--- config.mk ---
export PLATFORM = sky130hd
export DESIGN_NAME = pump_sequencer
export DESIGN_NICKNAME = d
export VERILOG_FILES = /design/src/rtl/pump_pkg.sv /design/src/rtl/pump_timer.sv /design/src/rtl/pump_sequencer.sv
export SDC_FILE = /design/constraint.sdc
export NUM_CORES = 1
export LEC_CHECK = 0
export BUFFER_PORTS_ARGS = -buffer_cell sky130_fd_sc_hd__clkbuf_2
export CORE_MARGIN = 2
export CORE_UTILIZATION = 61
export DETAILED_ROUTE_END_ITERATION = 10
export PLACE_DENSITY = 0.82
export SYNTH_ARGS = -nofsm -noshare
export SYNTH_HDL_FRONTEND = slang
export SYNTH_SLANG_ARGS = --single-unit
--- constraint.sdc ---
create_clock -name clk -period 5.38 [get_ports clk]
set_clock_uncertainty 0.1 [all_clocks]
set_input_delay 0.538 -clock clk [delete_from_list [all_inputs] [get_ports clk]]
set_output_delay 0.538 -clock clk [all_outputs]
set_load 0.03 [all_outputs]
--- src/rtl/pump_pkg.sv ---
// Shared encodings for the pump sequencer, its timers and benches.
package pump_pkg;

    typedef enum logic [1:0] {
        CMD_TURN_OFF   = 2'b00,
        CMD_TURN_ON    = 2'b01,
        CMD_STOP_PUMP  = 2'b10,
        CMD_START_PUMP = 2'b11
    } pump_cmd_t;

    typedef enum logic [1:0] {
        ST_OFF     = 2'b00,
        ST_STANDBY = 2'b01,
        ST_RUNNING = 2'b10,
        ST_FAULT   = 2'b11
    } pump_state_t;

    // Width able to hold the larger of the two minimum times; never below 1 bit.
    function automatic int timer_width(input int on_cycles, input int off_cycles);
        int max_v;
        max_v = (on_cycles > off_cycles) ? on_cycles : off_cycles;
        return (max_v > 0) ? $clog2(max_v + 1) : 1;
    endfunction

endpackage

--- src/rtl/pump_timer.sv ---
// Loadable saturating down-counter. zero flags that the count is zero once this
// edge's decrement has been applied, so a load of N expires exactly N edges later.
module pump_timer #(
    parameter int WIDTH = 4
) (
    input  logic             clk,
    input  logic             reset,
    input  logic             load,
    input  logic [WIDTH-1:0] load_value,
    input  logic             dec,
    output logic             zero
);

    logic [WIDTH-1:0] count_r;

    // Counter register: load wins over decrement, decrement saturates at zero.
    always_ff @(posedge clk) begin
        if (reset) begin
            count_r <= {WIDTH{1'b0}};
        end else if (load) begin
            count_r <= load_value;
        end else if (dec && (count_r != {WIDTH{1'b0}})) begin
            count_r <= count_r - {{(WIDTH-1){1'b0}}, 1'b1};
        end else begin
            count_r <= count_r;
        end
    end

    assign zero = (count_r <= {{(WIDTH-1){1'b0}}, 1'b1});

endmodule

--- src/rtl/pump_sequencer.sv ---
// Pump start/stop sequencer: enforces minimum on/off times, a one-edge gap
// between commands and fault lock-out until the system is re-armed.
module pump_sequencer
    import pump_pkg::*;
#(
    parameter int MIN_ON_CYCLES  = 8,
    parameter int MIN_OFF_CYCLES = 4
) (
    input  logic       clk,
    input  logic       reset,
    input  logic       enable,
    input  logic       demand,
    input  logic       fault,
    output logic [1:0] command,
    output logic       update,
    output logic       running,
    output logic       faulted
);

    localparam int TW = timer_width(MIN_ON_CYCLES, MIN_OFF_CYCLES);
    localparam logic [TW-1:0] ON_LOAD  = TW'(MIN_ON_CYCLES);
    localparam logic [TW-1:0] OFF_LOAD = TW'(MIN_OFF_CYCLES);

    pump_state_t state_r, next_state_s;
    pump_cmd_t   command_r, next_cmd_s;
    logic        update_r, gap_r, running_r, faulted_r;
    logic        issue_s, run_load_s, cool_load_s;
    logic        run_zero_s, cool_zero_s;

    pump_timer #(.WIDTH(TW)) u_run_timer (
        .clk        (clk),
        .reset      (reset),
        .load       (run_load_s),
        .load_value (ON_LOAD),
        .dec        (state_r == ST_RUNNING),
        .zero       (run_zero_s)
    );

    pump_timer #(.WIDTH(TW)) u_cool_timer (
        .clk        (clk),
        .reset      (reset),
        .load       (cool_load_s),
        .load_value (OFF_LOAD),
        .dec        (state_r != ST_RUNNING),
        .zero       (cool_zero_s)
    );

    // Next-state and command selection; priority is fault, then enable, then demand.
    always_comb begin
        next_state_s = state_r;
        next_cmd_s   = command_r;
        issue_s      = 1'b0;
        run_load_s   = 1'b0;
        cool_load_s  = 1'b0;
        if (gap_r) begin
            next_state_s = state_r;
        end else begin
            case (state_r)
                ST_OFF: begin
                    if (enable && !fault) begin
                        next_state_s = ST_STANDBY;
                        next_cmd_s   = CMD_TURN_ON;
                        issue_s      = 1'b1;
                    end else begin
                        next_state_s = ST_OFF;
                    end
                end
                ST_STANDBY: begin
                    if (fault) begin
                        next_state_s = ST_FAULT;
                        next_cmd_s   = CMD_TURN_OFF;
                        issue_s      = 1'b1;
                    end else if (!enable) begin
                        next_state_s = ST_OFF;
                        next_cmd_s   = CMD_TURN_OFF;
                        issue_s      = 1'b1;
                    end else if (demand && cool_zero_s) begin
                        next_state_s = ST_RUNNING;
                        next_cmd_s   = CMD_START_PUMP;
                        issue_s      = 1'b1;
                        run_load_s   = 1'b1;
                    end else begin
                        next_state_s = ST_STANDBY;
                    end
                end
                ST_RUNNING: begin
                    // Any exit from RUNNING stops the pump, so the off-time starts here.
                    if (fault) begin
                        next_state_s = ST_FAULT;
                        next_cmd_s   = CMD_TURN_OFF;
                        issue_s      = 1'b1;
                        cool_load_s  = 1'b1;
                    end else if (run_zero_s && !enable) begin
                        next_state_s = ST_OFF;
                        next_cmd_s   = CMD_TURN_OFF;
                        issue_s      = 1'b1;
                        cool_load_s  = 1'b1;
                    end else if (run_zero_s && !demand) begin
                        next_state_s = ST_STANDBY;
                        next_cmd_s   = CMD_STOP_PUMP;
                        issue_s      = 1'b1;
                        cool_load_s  = 1'b1;
                    end else begin
                        next_state_s = ST_RUNNING;
                    end
                end
                ST_FAULT: begin
                    if (!fault && !enable) begin
                        next_state_s = ST_OFF;
                    end else begin
                        next_state_s = ST_FAULT;
                    end
                end
                default: begin
                    next_state_s = ST_OFF;
                end
            endcase
        end
    end

    // State, command and status registers.
    always_ff @(posedge clk) begin
        if (reset) begin
            state_r   <= ST_OFF;
            command_r <= CMD_TURN_OFF;
            update_r  <= 1'b0;
            gap_r     <= 1'b0;
            running_r <= 1'b0;
            faulted_r <= 1'b0;
        end else begin
            state_r   <= next_state_s;
            command_r <= next_cmd_s;
            update_r  <= issue_s;
            gap_r     <= issue_s;
            running_r <= (next_state_s == ST_RUNNING);
            faulted_r <= (next_state_s == ST_FAULT);
        end
    end

    assign command = command_r;
    assign update  = update_r;
    assign running = running_r;
    assign faulted = faulted_r;

endmodule

== Word-level counts from Yosys, hierarchy flattened ==
Index checks and enable logic that the tools add are counted.
Cells by class
  add/subtract/negate cells: 2
  order comparisons: 2
  equal/unequal tests: 9
  muxes and demuxes: 36
  bitwise logic cells: 1
  reductions and logical operators: 20
Operator list (count)
  2-to-1 mux 2 bit: 15
  2-to-1 mux 1 bit: 14
  equality test 2 bit, second input constant: 4
  less-or-equal comparator 4 x 1 -> 1 bit, second input constant: 2
  2-to-1 mux 4 bit: 2
  inequality test 4 bit, second input constant: 2
  case mux 2 bit (4 select lines): 1
  nonzero test 4 bit: 2
  subtractor 4 x 1 -> 4 bit, second input constant: 2
  logical AND 1 bit: 7
  2-to-1 mux 3 bit: 2
  case mux 2 bit (3 select lines): 1
  OR reduction 2 bit: 3
  AND reduction 5 bit: 1
  inequality test 2 bit, second input constant: 2
  nonzero test 2 bit: 2
  zero test 1 bit: 3
  case mux 1 bit (3 select lines): 1
  nonzero test 3 bit: 1
  equality test 2 x 1 -> 1 bit, second input constant: 1
  zero test 2 bit: 1
  NOT 1 bit: 1
Word-level totals
  flip-flop bits (word level): 15
  input port bits: 5
  output and inout port bits: 5
  word-level logic and storage cells: 79

== Depth between registers and ports, before layout ==
  word-level depth: 8
  gate-level depth with buffers: 6
  depth with buffers taken out: 6

== Cells and area by module ==
From an unflattened synthesis, not the netlist that was laid out.
Unflattened totals
  cells, all modules: 130
  area total of the unflattened synthesis: 1063.5 um^2
By module, submodules not included
  pump_timer: times used 2, cells an instance 33, area each 281.5 um^2, sequential area each 80.1 um^2
  pump_sequencer: times used 1, cells an instance 64, area each 500.5 um^2, sequential area each 140.1 um^2

== Worst setup path before layout ==
OpenSTA, ideal clock, no wires.
  kind: register to register
  from: register u_run_timer.count_r[0]
  to: register command_r[0] (netlist: command[0])
  library setup time: 116 ps
  arrival: 1525 ps
  data required time: 5164 ps
  setup slack: 3639 ps
  cell stages (with the launch flop): 7
  path buffers: 0
  clock period less this slack: 1741 ps
  cells stage by stage: dfxtp_1 -> inv_1 -> ha_1 -> or2_1 -> and3_1 -> o221a_2 -> o211a_1
On the way
  word-level cells in the longest chain between the ends: 5
  elaborated cells between the ends (all ways): 8
  those cells by class: order compare (1); eq/ne (1); mux (3); reduce/logical (3)
Ends and longest elaborated chain
  from (decl): line pump_timer.sv:14  | logic [WIDTH-1:0] count_r;
  from (signal assigned): line pump_timer.sv:19  | count_r <= {WIDTH{1'b0}};
  from (signal assigned): line pump_timer.sv:21  | count_r <= load_value;
  from (signal assigned): line pump_timer.sv:23  | count_r <= count_r - {{(WIDTH-1){1'b0}}, 1'b1};
  less-or-equal comparator 4 x 1 -> 1 bit *: line pump_timer.sv:29  | assign zero = (count_r <= {{(WIDTH-1){1'b0}}, 1'b1});
  logical AND 1 bit: line pump_sequencer.sv:93  | end else if (run_zero_s && !enable) begin
  2-to-1 mux 2 bit: line pump_sequencer.sv:93
  2-to-1 mux 2 bit: line pump_sequencer.sv:88  | if (fault) begin
  case mux 2 bit (3 select lines): line pump_sequencer.sv:58  | case (state_r)
  to (signal assigned): line pump_sequencer.sv:132  | command_r <= next_cmd_s;
  to (decl): line pump_sequencer.sv:25  | pump_cmd_t command_r, next_cmd_s;
Every way passes the cells marked *; elsewhere a longest branch is shown, timed or not.
A chain may end at the register's enable or synchronous reset.

== Worst setup path in the final report ==
  from: register state_r[0]
  to: register running_r (netlist: running)
On the way
  word-level cells in the longest chain between the ends: 4
  elaborated cells between the ends (all ways): 7
  those cells by class: eq/ne (4); mux (2); reduce/logical (1)
Ends and longest elaborated chain
  from (decl): line pump_sequencer.sv:24  | pump_state_t state_r, next_state_s;
  from (signal assigned): line pump_sequencer.sv:131  | state_r <= next_state_s;
  equality test 2 bit (tied with other cells): line pump_sequencer.sv:58
  case mux 2 bit (4 select lines): line pump_sequencer.sv:58
  2-to-1 mux 2 bit *: line pump_sequencer.sv:55  | if (gap_r) begin
  equality test 2 bit *: line pump_sequencer.sv:135  | running_r <= (next_state_s == ST_RUNNING);
  to (signal assigned): line pump_sequencer.sv:135
  to (decl): line pump_sequencer.sv:26  | logic update_r, gap_r, running_r, faulted_r;
Marked as above.

==> summary.md <==
| Metric | Value |
|---|---|
| Post-synth EDFFs | 0 |
| Critical-path cell list | inv_1, ha_1, nor3_1, o21bai_1, o311ai_1, and3b_1 |
| Hold Path Depth | 2 |
| Synth warnings | 0 |
| Final hold vios | 0 |
| Die Area | 2012 um^2 |
| Total Power | 0.3609 mW |
| Number of global-route vias before repair | 804 |
| Number of library cell types mapped by synthesis | 43 |
| HP Start | command[1] |
| Gr usage total | 0.2218 |
| Chip width | 44.86 um |
| CP required | 5.48 ns |
| RSZ-0062 raised after global routing | no |
| Outcome | complete, no violations |
| Initial DRC count | 16 |
| P per Cell Area | 325.9 nW/um^2 |
| Initial core utilization | 0.6607 |
| Maximum level of the CTS H-tree | 1 |
| Cells after Synth | 115 |
| First-pass iteration count of the detailed router | 4 |
| First-pass GRT wire length | 3291 um |
| Logic pwr share | 0.413 |
| RR Startpoint | state_r[0] |
| Top-Level Pins | 10 |
| Sequential area share after synthesis | 0.2948 |
| Total Wirelength | 1913 um |
| Syn Area/Cell | 8.856 um^2 |
| Post-synthesis cell area | 1018 um^2 |
| Deepest clock path buffer count | 2 |
| Residual DRC | 0 |
| Crit end category | register |
| Root Buffer | clkbuf_4 |
| Placed insts | 139 |
| Flop pwr share | 0.403 |
| TritonCTS clock tree | done |
| Share of layout cells above drive strength 1 | 0.1969 |
| R2R Path End | running |
| Clock Power Share | 0.185 |
| Max incr delay on CP | 0.41 ns |
| DP Wirelength | 1514 um |
| Fmax | 514.8 MHz |
| Global placer's final weighted congestion | 0.8613 |
| Yosys reg bits | 15 |
| Crit path max fanout | 6 |
| Crit path DAT | 2.04 ns |
| Worst vdd rail ir drop | 0.2009 mV |
| Slew Limit Fails | 0 |
| Fin area | 1107 um^2 |
| Hold Crit Endpoint | command[1] |
| P_sw | 0.1389 mW |
| Clk slew on worst S/H paths | 0.10 ns |
| Clock latency on the worst-skew pair | 0.29 ns |
| Worst-case reg-to-reg path depth | 6 |
| Cts repair resizes | 0 |
| Critical path class | register to register |
| Vias | 878 |
| Non-filler cells, final | 143 |
| Worst slew pin tran | 0.4418 ns |
| Nets@finish | 145 |
| PnR worst setup slack | 3.437 ns |
| P_int | 0.2220 mW |
| Placed inst area | 1080 um^2 |
| Max Cap Viol | 0 |
| Pre-CTS setup slack | 3.418 ns |
| Initial antenna violation count | 0 |
| Via/cell ratio | 6.140 |
| Main synth FF type | dfxtp_1 |
| Area grow syn2layout | 8.722% |
| R2R Setup Slk | 3.44 ns |
| Num CTS Buffers | 3 |
| Core area | 1541 um^2 |
| DIE HEIGHT | 44.86 um |
| Sw frac | 0.3849 |
| CTS Hold Bufs | 0 |
| Min cycle time layout | 1.943 ns |
| Clock sink count | 15 |
| Final setup fails | 0 |
| Rows | 14 |
| Slew headroom | 0.7008 |
| Final setup TNS | 0 ns |
| FFs w/ async S/R, synth | 0 |
| Hold Path Class | register to register |
| Largest net degree at the start of global routing | 14 |
| Leakage | 0.4616 nW |
| N_diodes | 0 |
| Post-CTS setup buffer count | 0 |
| Final Cycle Share | 0.3611 |
| CP max stage cell | dfxtp_1 |
| Antenna-violating nets left | 0 |
| Wirelength per Cell | 13.38 um |
| Synth Net Count | 132 |
| Port-buffer cells | 9 |
| Grt ovf | 0 |
| Startpoint types | register |
critical path, delay by kind of cell, from the launching register on:
kind	cells	cell delay, ns
simple gates	2	0.44
fa+ha+maj	1	0.31
buf+inv	1	0.11
flops	1	0.41
compound gates	2	0.48
worst max path at each step:
| stage | start | end | slack, ns | depth (start not counted) |
|---|---|---|---|---|
| after floorplan | u_run_timer.count_r[0] | command[0] | 3.64 | 6 |
| after global placement | state_r[0] | running | 3.48 | 6 |
| after detailed placement | state_r[0] | running | 3.42 | 6 |
| after CTS | state_r[0] | running | 3.42 | 6 |
| after global routing | state_r[0] | running | 3.22 | 6 |
| final | state_r[0] | running | 3.44 | 6 |
cells by family after synthesis:
| family | after synthesis | synth area share |
|---|---|---|
| AND/OR/NAND/NOR | 33 | 0.1954 |
| multiplexers | 1 | 0.009828 |
| buffers and inverters | 14 | 0.05159 |
| XOR/XNOR | 5 | 0.04300 |
| AO/OA/AOI/OAI | 35 | 0.2580 |
| adder cells (fa/ha/maj) | 12 | 0.1474 |
| flip-flops | 15 | 0.2948 |
synthesized netlist by cell type (all sizes together), types with 2 or more instances:
master   instances  area, um^2
a211oi           6       60.06
a31oi            3       18.77
a21oi            8       40.04
a2111oi          2       18.77
inv             13       48.79
o31ai            2       20.02
nor2b            2       15.02
nand3b           2       15.01
nand2            5       21.27
nor3             2       10.01
xnor2            5       43.79
o21ai            5       25.02
nand2b           3       18.77
nor2             9       43.80
ha              12       150.1
dfxtp           15       300.3
or3              4       25.02
stage by stage:
stage	hold WS, ns	util
2_1_floorplan	0.3855	-
3_3_place_gp	0.3623	0.7005
3_5_place_dp	0.3524	0.7005
4_1_cts	0.3650	0.7183
5_1_grt	0.3805	0.7183
6_report	0.3667	0.7183
area by class of cell:
| cell class | count | area (um^2) |
|---|---|---|
| Multi-Input combinational cell | 86 | 665.6 |
| Clock buffer | 3 | 22.52 |
| Sequential cell | 15 | 300.3 |
| Timing Repair Buffer | 9 | 45.04 |
| Fill cell | 125 | 434.2 |
| Inverter | 13 | 48.80 |
| Clock inverter | 1 | 5.005 |
| Tap cell | 16 | 20.02 |
layer usage:
metal / part of all wire / global-route usage / vias up / routed length, um
met2: 0.45 / 0.3623 / 17 / 866
met1: 0.49 / 0.2921 / 416 / 946
met3: 0.033 / 0.02400 / 5 / 64
li1: - / - / 440 / -
met4: 0.019 / 0.1059 / 0 / 36
met5: 0 / 0 / - / 0
flip-flops by register name, summed over array words and instances, names as in the netlist, named ones only:
register,cells
u_cool_timer.count_r,4
gap_r,1
command,2
state_r,1
faulted,1
running,1
u_run_timer.count_r,4
placed cells by master, fill, tap and decap left out, drive strengths merged, types with 2 or more instances in the layout:
| cell type | instances |
|---|---|
| dfxtp | 15 |
| inv | 13 |
| ha | 12 |
| clkbuf | 12 |
| nor2 | 9 |
| a21oi | 8 |
| a211oi | 6 |
| xnor2 | 5 |
| nand2 | 5 |
| o21ai | 5 |
| or3 | 4 |
| nand2b | 3 |
| a31oi | 3 |
| nor3 | 2 |
| nand3b | 2 |
| nor2b | 2 |
| a2111oi | 2 |
| o31ai | 2 |
power groups by stage:
stage	clock network, mW	logic [mW]	registers, mW
after floorplan	0	0.119	0.148
after CTS	0.0688	0.149	0.145
after global placement	0	0.144	0.147
after detailed placement	0	0.148	0.148
after global routing	0.0721	0.170	0.148
final	0.0666	0.149	0.145
(Power assumes the default switching activity.)
